<file path="config.mk">
export PLATFORM = sky130hd
export DESIGN_NAME = misr64
export DESIGN_NICKNAME = d
export VERILOG_FILES = /design/src/rtl/mul32_sig_pkg.sv /design/src/rtl/mul32_sig_chk_misr64.sv
export SDC_FILE = /design/constraint.sdc
export NUM_CORES = 1
export LEC_CHECK = 0
export CORE_MARGIN = 5
export CORE_UTILIZATION = 45
export CTS_BUF_LIST = sky130_fd_sc_hd__clkbuf_8 sky130_fd_sc_hd__clkbuf_16
export CTS_CLUSTER_DIAMETER = 50
export DETAILED_ROUTE_END_ITERATION = 16
export PLACE_DENSITY = 0.83
export SETUP_SLACK_MARGIN = 0.2
export SLEW_MARGIN = 20
export SYNTH_ARGS = -nofsm -noshare
export SYNTH_HDL_FRONTEND = slang
export SYNTH_SLANG_ARGS = --single-unit
</file>
<file path="constraint.sdc">
create_clock -name clk -period 3.6 [get_ports clk]
set_clock_uncertainty 0.05 [all_clocks]
set_input_delay 0.72 -clock clk [delete_from_list [all_inputs] [get_ports clk]]
set_output_delay 0.72 -clock clk [all_outputs]
set_load 0.02 [all_outputs]
</file>
<file path="src/rtl/mul32_sig_pkg.sv">
// Shared definitions for the multiplier result checker: FSM encoding and MISR constants.
package mul32_sig_pkg;

  typedef enum logic [1:0] {
    ST_IDLE  = 2'b00,
    ST_SKIP  = 2'b01,
    ST_ACCUM = 2'b10,
    ST_DONE  = 2'b11
  } sig_state_e;

  localparam logic [63:0] MISR_POLY = 64'h0000_0000_0000_001B;
  localparam logic [63:0] MISR_SEED = 64'hFFFF_FFFF_FFFF_FFFF;

  // One MISR fold: shift left, reduce by the polynomial on carry-out, mix in data.
  function automatic logic [63:0] misr_step(input logic [63:0] s, input logic [63:0] d);
    return {s[62:0], 1'b0} ^ (s[63] ? MISR_POLY : 64'h0) ^ d;
  endfunction

endpackage

</file>
<file path="src/rtl/mul32_sig_chk_misr64.sv">
// 64-bit multiple-input signature register; load (seed) takes priority over fold.
module misr64
  import mul32_sig_pkg::*;
(
  input  logic        clk,
  input  logic        load,
  input  logic        en,
  input  logic [63:0] d,
  output logic [63:0] q
);

  always_ff @(posedge clk) begin
    if (load) begin
      q <= MISR_SEED;
    end else if (en) begin
      q <= misr_step(q, d);
    end
  end

endmodule

</file>
* Word-level counts from Yosys, hierarchy flattened
Index checks and enable logic that the tools add are counted.
** Operators by class
- Multiplexer cells :: 1
- Bitwise logic cells :: 2
** Operator list (count)
- $xor 64x5->64 :: 1
- $xor 64x64->64 :: 1
- $mux 5 :: 1
** Storage, ports and cells
- Bits in registers :: 64
- Input bits :: 67
- Output and inout bits :: 64

* Depth between registers and ports, before layout
Gate-level depths: netlist (run 1).
- Depth in word-level cells :: 3
- Mapped depth :: 4
- Mapped depth without buffers :: 2

* Worst setup path after synthesis (run 1)
No wires, ideal clock.
- Path type :: input to register
- Start :: input port en
- End :: register q[0]
- Library setup time :: 0.120 ns
- Data arrival time :: 1.387 ns
- Setup slack :: 2.043 ns
- Stages :: 4
- Cell sequence :: buf_4 buf_6 buf_2 a211o_1
** RTL lines
- start, declared :: RTL line mul32_sig_chk_misr64.sv:7 : input logic en,
- end signal, assigned :: RTL line mul32_sig_chk_misr64.sv:16 : q <= misr_step(q, d);
- end, declared :: RTL line mul32_sig_chk_misr64.sv:9 : output logic [63:0] q
No word-level cell between the ends.

* Worst setup path in the final report (run 1)
- Start :: register q[63]
- End :: output port q[63]
No word-level cell between the ends.

==> run_results.csv, run 1 <==
group,metric,value,unit
outcome,outcome,"finished, final reports clean",
timing,hold_viol,0,
worst_setup_path,path_buf_inv,1,
final_layout,instances_no_fill,480,
grt,grt_pass1_vias,2378,
logic_synthesis,synthMuxAreaShare,0,%
timing,setup_viol_count_final,0,
logic_synthesis,seq_area_frac_synth,43.4,%
floorplan,die_h,91.0,um
pwr,total_power,1.97,mW
drt,wl_per_cell,14.4,um
final_layout,antennaDiodeCount,0,
logic_synthesis,synth_nets,344,
logic_synthesis,ys_seq_elements,64,
pwr,vdd_drop_max,267,uV
placed_design,hpwlAfterDp,4780,um
logic_synthesis,synthSimpleGateAreaFrac,13.6,%
clock_tree,cts_buffers,9,
pwr,power_density,440,nW/um^2
logic_synthesis,synth_xor_area_share,20.5,%
worst_setup_path,cp.arrival,1.47,ns
placed_design,portBuffers,130,
logic_synthesis,syn_area,2960,um^2
min_path,min_from,"q[58]$_SDFFE_PP1P_",
clock_tree,clock-sinks,64,
placed_design,dp_slack,1.50,ns
timing,layout_setup_ws,1.36,ns
final_layout,nFillCells,491,
final_layout,multiInputGateArea,1570,um^2
flow_run,timing.max_cap.violations,0,
drt,vias,2354,
floorplan,core,6390,um^2
placed_design,dpl.cell_count,464,
logic_synthesis,synthAdderAreaFrac,0,%
logic_synthesis,syn_area_per_cell,10.7,um^2
worst_setup_path,crit_start,"q[63]$_SDFFE_PP1P_",
clock_tree,tritoncts,"done",
grt,grt.overflow.total,0,
logic_synthesis,syn_inst,277,
logic_synthesis,synth-compound-area-share,19.0,%
grt,grt_pass1_wl,11400,um
grt,antenna_found_initial,0,
worst_setup_path,slowest_stage,"clkdlybuf4s50_1",
clock_tree,cts.clk_slew.worst_paths,0.06,ns
worst_setup_path,max_stage_delay,0.67,ns
floorplan,num_rows,29,
clock_tree,clk_latency,0.33,ns
clock_tree,cts_max_level,3,
final_layout,layout-drive-gt1-share,4.22,%
drt,finalWirelength,6930,um
worst_setup_path,critPathKind,"register to primary output",
timing,worst_slew_pin_slew,0.668,ns
grt,grt_util_all_layers,16.6,%
timing,final_max_slew_viol_count,0,
final_layout,reg_top3,"q: 64 flops",
worst_setup_path,worstPathRequired,2.83,ns
drt,viasPerCell,4.90,
clock_tree,cts_hold_buf,0,
clock_tree,clk_path_buf_depth,2,
logic_synthesis,synth_top_family_by_area,"XOR/XNOR gates",
final_layout,nets,465,
timing,slew_headroom,55.5,%
drt,drt_iter0_drc,54,
worst_setup_path,r2r-start,"q[63]$_SDFFE_PP1P_",
placed_design,gp_congestion,0.762,
final_layout,largest_register,"q",
final_layout,area_growth,51.5,%
timing,rsz0062_at_grt,"no",
logic_synthesis,synthDistinctLibCells,12,
final_layout,fin_util,70.1,%
clock_tree,cts_resized,0,
worst_setup_path,cp_max_fo,6,
floorplan,start_util,46.3,%
worst_setup_path,critPathCaptureType,"primary output",
drt,postRouteAntennaNets,0,
min_path,hold_class,"register to register",
logic_synthesis,yosysWarnings,0,
grt,grt_max_degree,70,
clock_tree,root_buffer,"clkbuf_8",
final_layout,largest_reg_flops,64,
pwr,p_leak,1.81,nW
timing,period_needed,2.24,ns
drt,drc,0,
worst_setup_path,crit_family,"buffers and inverters",
timing,final.period_utilization,62.1,%
floorplan,fp.dieW,91.0,um
worst_setup_path,path_cells,"clkdlybuf4s50_1",
floorplan,io_pins,131,
floorplan,die_area,8290,um^2
clock_tree,cts.repair_timing.setup_buffer_count,0,
timing,fmax,0.447,GHz
final_layout,register_area,1280,um^2
drt,first_pass_iters,4,
worst_setup_path,startpoint_type,"register",
timing,tns,0,ns
==> cells in the mapped netlist <==
cell       n  area (um^2)
a211o_1   64          561
dfxtp_1   64         1280
nor2b_1   63          394
xor2_1    61          534
buf_2     11         55.1
buf_1      6         22.5
xor3_1     3         71.3
buf_4      1         7.51
buf_6      1         11.3
clkbuf_1   1         3.75
clkbuf_2   1         5.00
nor2b_2    1         8.76
==> path summary, 6_finish.rpt <==
check | slack (ns) | depth (start not counted) | endpoint
setup / recovery | 1.36 | 1 | q[63]
hold / removal | 0.56 | 2 | q[58]$_SDFFE_PP1P_
setup reg to reg | 2.22 | 2 | q[3]$_SDFFE_PP1P_
hold reg to reg | 0.56 | 2 | q[58]$_SDFFE_PP1P_
==> layer usage <==
metal / share of wire, % / up-vias / global-route usage, % / wire length (um)
li1: - / 1192 / - / -
met1: 43 / 1080 / 20.7 / 3010
met2: 47 / 80 / 25.6 / 3250
met3: 9.3 / 2 / 7.36 / 643
met4: 0.35 / 0 / 5.50 / 24
met5: 0 / - / 0 / 0
==> area by class of cell <==
cell class	count	area share (%)
Timing Repair Buffer	131	29.4
Tap cell	77	2.15
Clock buffer	10	3.07
Multi-Input combinational cell	192	35.0
Clock inverter	6	1.70
Sequential cell	64	28.6
==> report_power, final <==
group	switching (mW)	internal, mW	leakage, nW	total, mW
registers	0.0545	0.771	0.534	0.826
logic	0.205	0.278	1.16	0.483
clock network	0.261	0.400	0.120	0.661
==> placed cells by master (no fill, tap or decap) <==
cell,Yosys,routed
a211o_1,64,64
buf_12,0,1
buf_4,1,2
bufinv_16,0,2
clkbuf_8,0,10
clkdlybuf4s50_1,0,128
clkinv_2,0,1
dfxtp_1,64,64
inv_1,0,3
nor2b_1,63,63
nor2b_2,1,1
xor2_1,61,61
xor3_1,3,3
==> metrics by stage <==
step / instance area, um^2 / hold slack, ns
3_5_place_dp: 4260 / 0.548
3_3_place_gp: 4260 / 0.541
6_report: 4480 / 0.565
5_1_grt: 4480 / 0.598
4_1_cts: 4470 / 0.572
2_1_floorplan: 2960 / 0.630
==> cell families (layout without fill, tap and decap cells) <==
kind of cell,after synthesis,after routing
buffers and inverters,21,147
AND/OR/NAND/NOR,64,64
flip-flops,64,64
AO/OA/AOI/OAI,64,64
XOR/XNOR,64,64
(Power assumes the default switching activity.)
==> run 2: changes to the inputs <==
--- a/config.mk
+++ b/config.mk
@@ -6,11 +6,11 @@
 export NUM_CORES = 1
 export LEC_CHECK = 0
 export CORE_MARGIN = 5
-export CORE_UTILIZATION = 45
+export CORE_UTILIZATION = 42
 export CTS_BUF_LIST = sky130_fd_sc_hd__clkbuf_8 sky130_fd_sc_hd__clkbuf_16
 export CTS_CLUSTER_DIAMETER = 50
 export DETAILED_ROUTE_END_ITERATION = 16
-export PLACE_DENSITY = 0.83
+export PLACE_DENSITY = 0.78
 export SETUP_SLACK_MARGIN = 0.2
 export SLEW_MARGIN = 20
 export SYNTH_ARGS = -nofsm -noshare
==> constraint.sdc (replaced) <==
create_clock -name clk -period 2.3 [get_ports clk]
set_clock_uncertainty 0.05 [all_clocks]
set_input_delay 0.46 -clock clk [delete_from_list [all_inputs] [get_ports clk]]
set_output_delay 0.46 -clock clk [all_outputs]
set_load 0.02 [all_outputs]
==> run_results.csv, run 2 (same netlist as run 1, synthesis figures left out) <==
group,metric,value,unit
grt,grt_pass1_vias,2358,
final_layout,instances_no_fill,500,
pwr,total_power,2.83,mW
clock_tree,tritoncts,"done",
final_layout,layout-drive-gt1-share,4.46,%
floorplan,start_util,43.3,%
final_layout,nFillCells,575,
flow_run,timing.max_cap.violations,0,
pwr,power_density,633,nW/um^2
worst_setup_path,slowest_stage,"clkdlybuf4s50_1",
timing,worst_slew_pin_slew,0.304,ns
clock_tree,cts_buffers,9,
drt,wl_per_cell,14.2,um
clock_tree,clk_latency,0.32,ns
worst_setup_path,path_buf_inv,1,
timing,final.period_utilization,83.2,%
final_layout,most-common-layout-cells,"clkdlybuf4s50_1 (128), a211o_1 (64), dfxtp_1 (64)",
timing,whs,0.559,ns
floorplan,num_rows,30,
placed_design,hpwlAfterDp,4980,um
floorplan,die_area,8810,um^2
worst_setup_path,crit_family,"buffers and inverters",
grt,grt_pass1_wl,10900,um
floorplan,die_h,93.9,um
clock_tree,cts_resized,0,
grt,grt_max_degree,65,
grt,grt.overflow.total,0,
placed_design,portBuffers,130,
final_layout,area_growth,51.4,%
drt,first_pass_iters,4,
final_layout,final_common_cell,"clkdlybuf4s50_1",
worst_setup_path,critPathCaptureType,"primary output",
floorplan,io_pins,131,
timing,tns,0,ns
timing,hold_viol,0,
timing,final_max_slew_viol_count,0,
timing,rsz0062_at_grt,"no",
placed_design,gp_congestion,0.710,
drt,drt_iter0_drc,99,
grt,grt_util_all_layers,15.6,%
timing,slew_headroom,79.7,%
floorplan,fp.dieW,93.9,um
worst_setup_path,max_stage_delay,0.66,ns
placed_design,dpl.cell_count,486,
clock_tree,root_buffer,"clkbuf_8",
worst_setup_path,critPathKind,"register to primary output",
clock_tree,cts_max_level,3,
drt,vias,2408,
drt,postRouteAntennaNets,0,
drt,finalWirelength,7100,um
worst_setup_path,worstPathRequired,1.79,ns
pwr,p_leak,1.80,nW
final_layout,largest_reg_flops,64,
worst_setup_path,startpoint_type,"register",
timing,fmax,0.522,GHz
timing,period_needed,1.91,ns
clock_tree,cts.repair_timing.setup_buffer_count,0,
drt,viasPerCell,4.82,
worst_setup_path,cp.arrival,1.40,ns
final_layout,nets,468,
outcome,outcome,"finished, final reports clean",
pwr,vdd_drop_max,360,uV
timing,setup_viol_count_final,0,
worst_setup_path,path_cells,"clkdlybuf4s50_1",
final_layout,antennaDiodeCount,0,
clock_tree,clk_path_buf_depth,2,
worst_setup_path,cp_max_fo,6,
floorplan,core,6830,um^2
drt,drc,0,
final_layout,reg_top3,"q: 64 flops",
final_layout,largest_register,"q",
clock_tree,clock-sinks,64,
min_path,hold_class,"input port to register",
clock_tree,cts.clk_slew.worst_paths,0.06,ns
grt,antenna_found_initial,0,
clock_tree,cts_hold_buf,0,
[run 2: cell count changes in the layout (fill, tap and decap cells not counted)]
| cell | delta |
|---|---|
| buf_4 | +1 |
| bufinv_16 | -2 |
| buf_12 | +1 |
| buf_2 | +1 |
[run 2: worst paths after layout]
kind | from | end | slack, ns | cells past startpoint
worst max-delay path | q[63]$_SDFFE_PP1P_ | q[63] | 0.39 | 1
worst min-delay path | en | q[63]$_SDFFE_PP1P_ | 0.56 | 3
worst max register to register | q[63]$_SDFFE_PP1P_ | q[4]$_SDFFE_PP1P_ | 0.98 | 2
worst min register to register | q[32]$_SDFFE_PP1P_ | q[32]$_SDFFE_PP1P_ | 0.56 | 2
[run 2: cell type report]
class / instances / area [um^2] / share of cell area [%]
clock buffers: 10 / 138 / 3.08
flip-flops and latches: 64 / 1280 / 28.6
repair buffers: 134 / 1350 / 30.2
multi-input cells: 192 / 1570 / 35.1
well taps: 96 / 120 / 2.69
clock inverters: 4 / 16.3 / 0.364
[run 2: metal layers]
metal  up-vias  wire length (um)  global-route usage (%)
met5         -                 0                       0
met4         0                59                    6.50
met3         5               690                    6.49
met2        84              3180                    23.6
met1      1125              3180                    19.5
li1       1194                 -                       -
[run 2: power breakdown]
group | internal (mW) | switching (mW)
Combinational | 0.441 | 0.325
Clock | 0.395 | 0.380
Sequential | 1.21 | 0.0848
Total | 2.04 | 0.789
[run 2: through the flow]
stage / setup slack (ns) / utilization, % / area (um^2)
floorplan: 0.901 / - / 2960
global placement: 0.704 / 63.2 / 4320
detailed placement: 0.694 / 63.2 / 4320
CTS: 0.352 / 65.5 / 4470
global route: 0.317 / 65.5 / 4470
finish: 0.386 / 65.5 / 4470
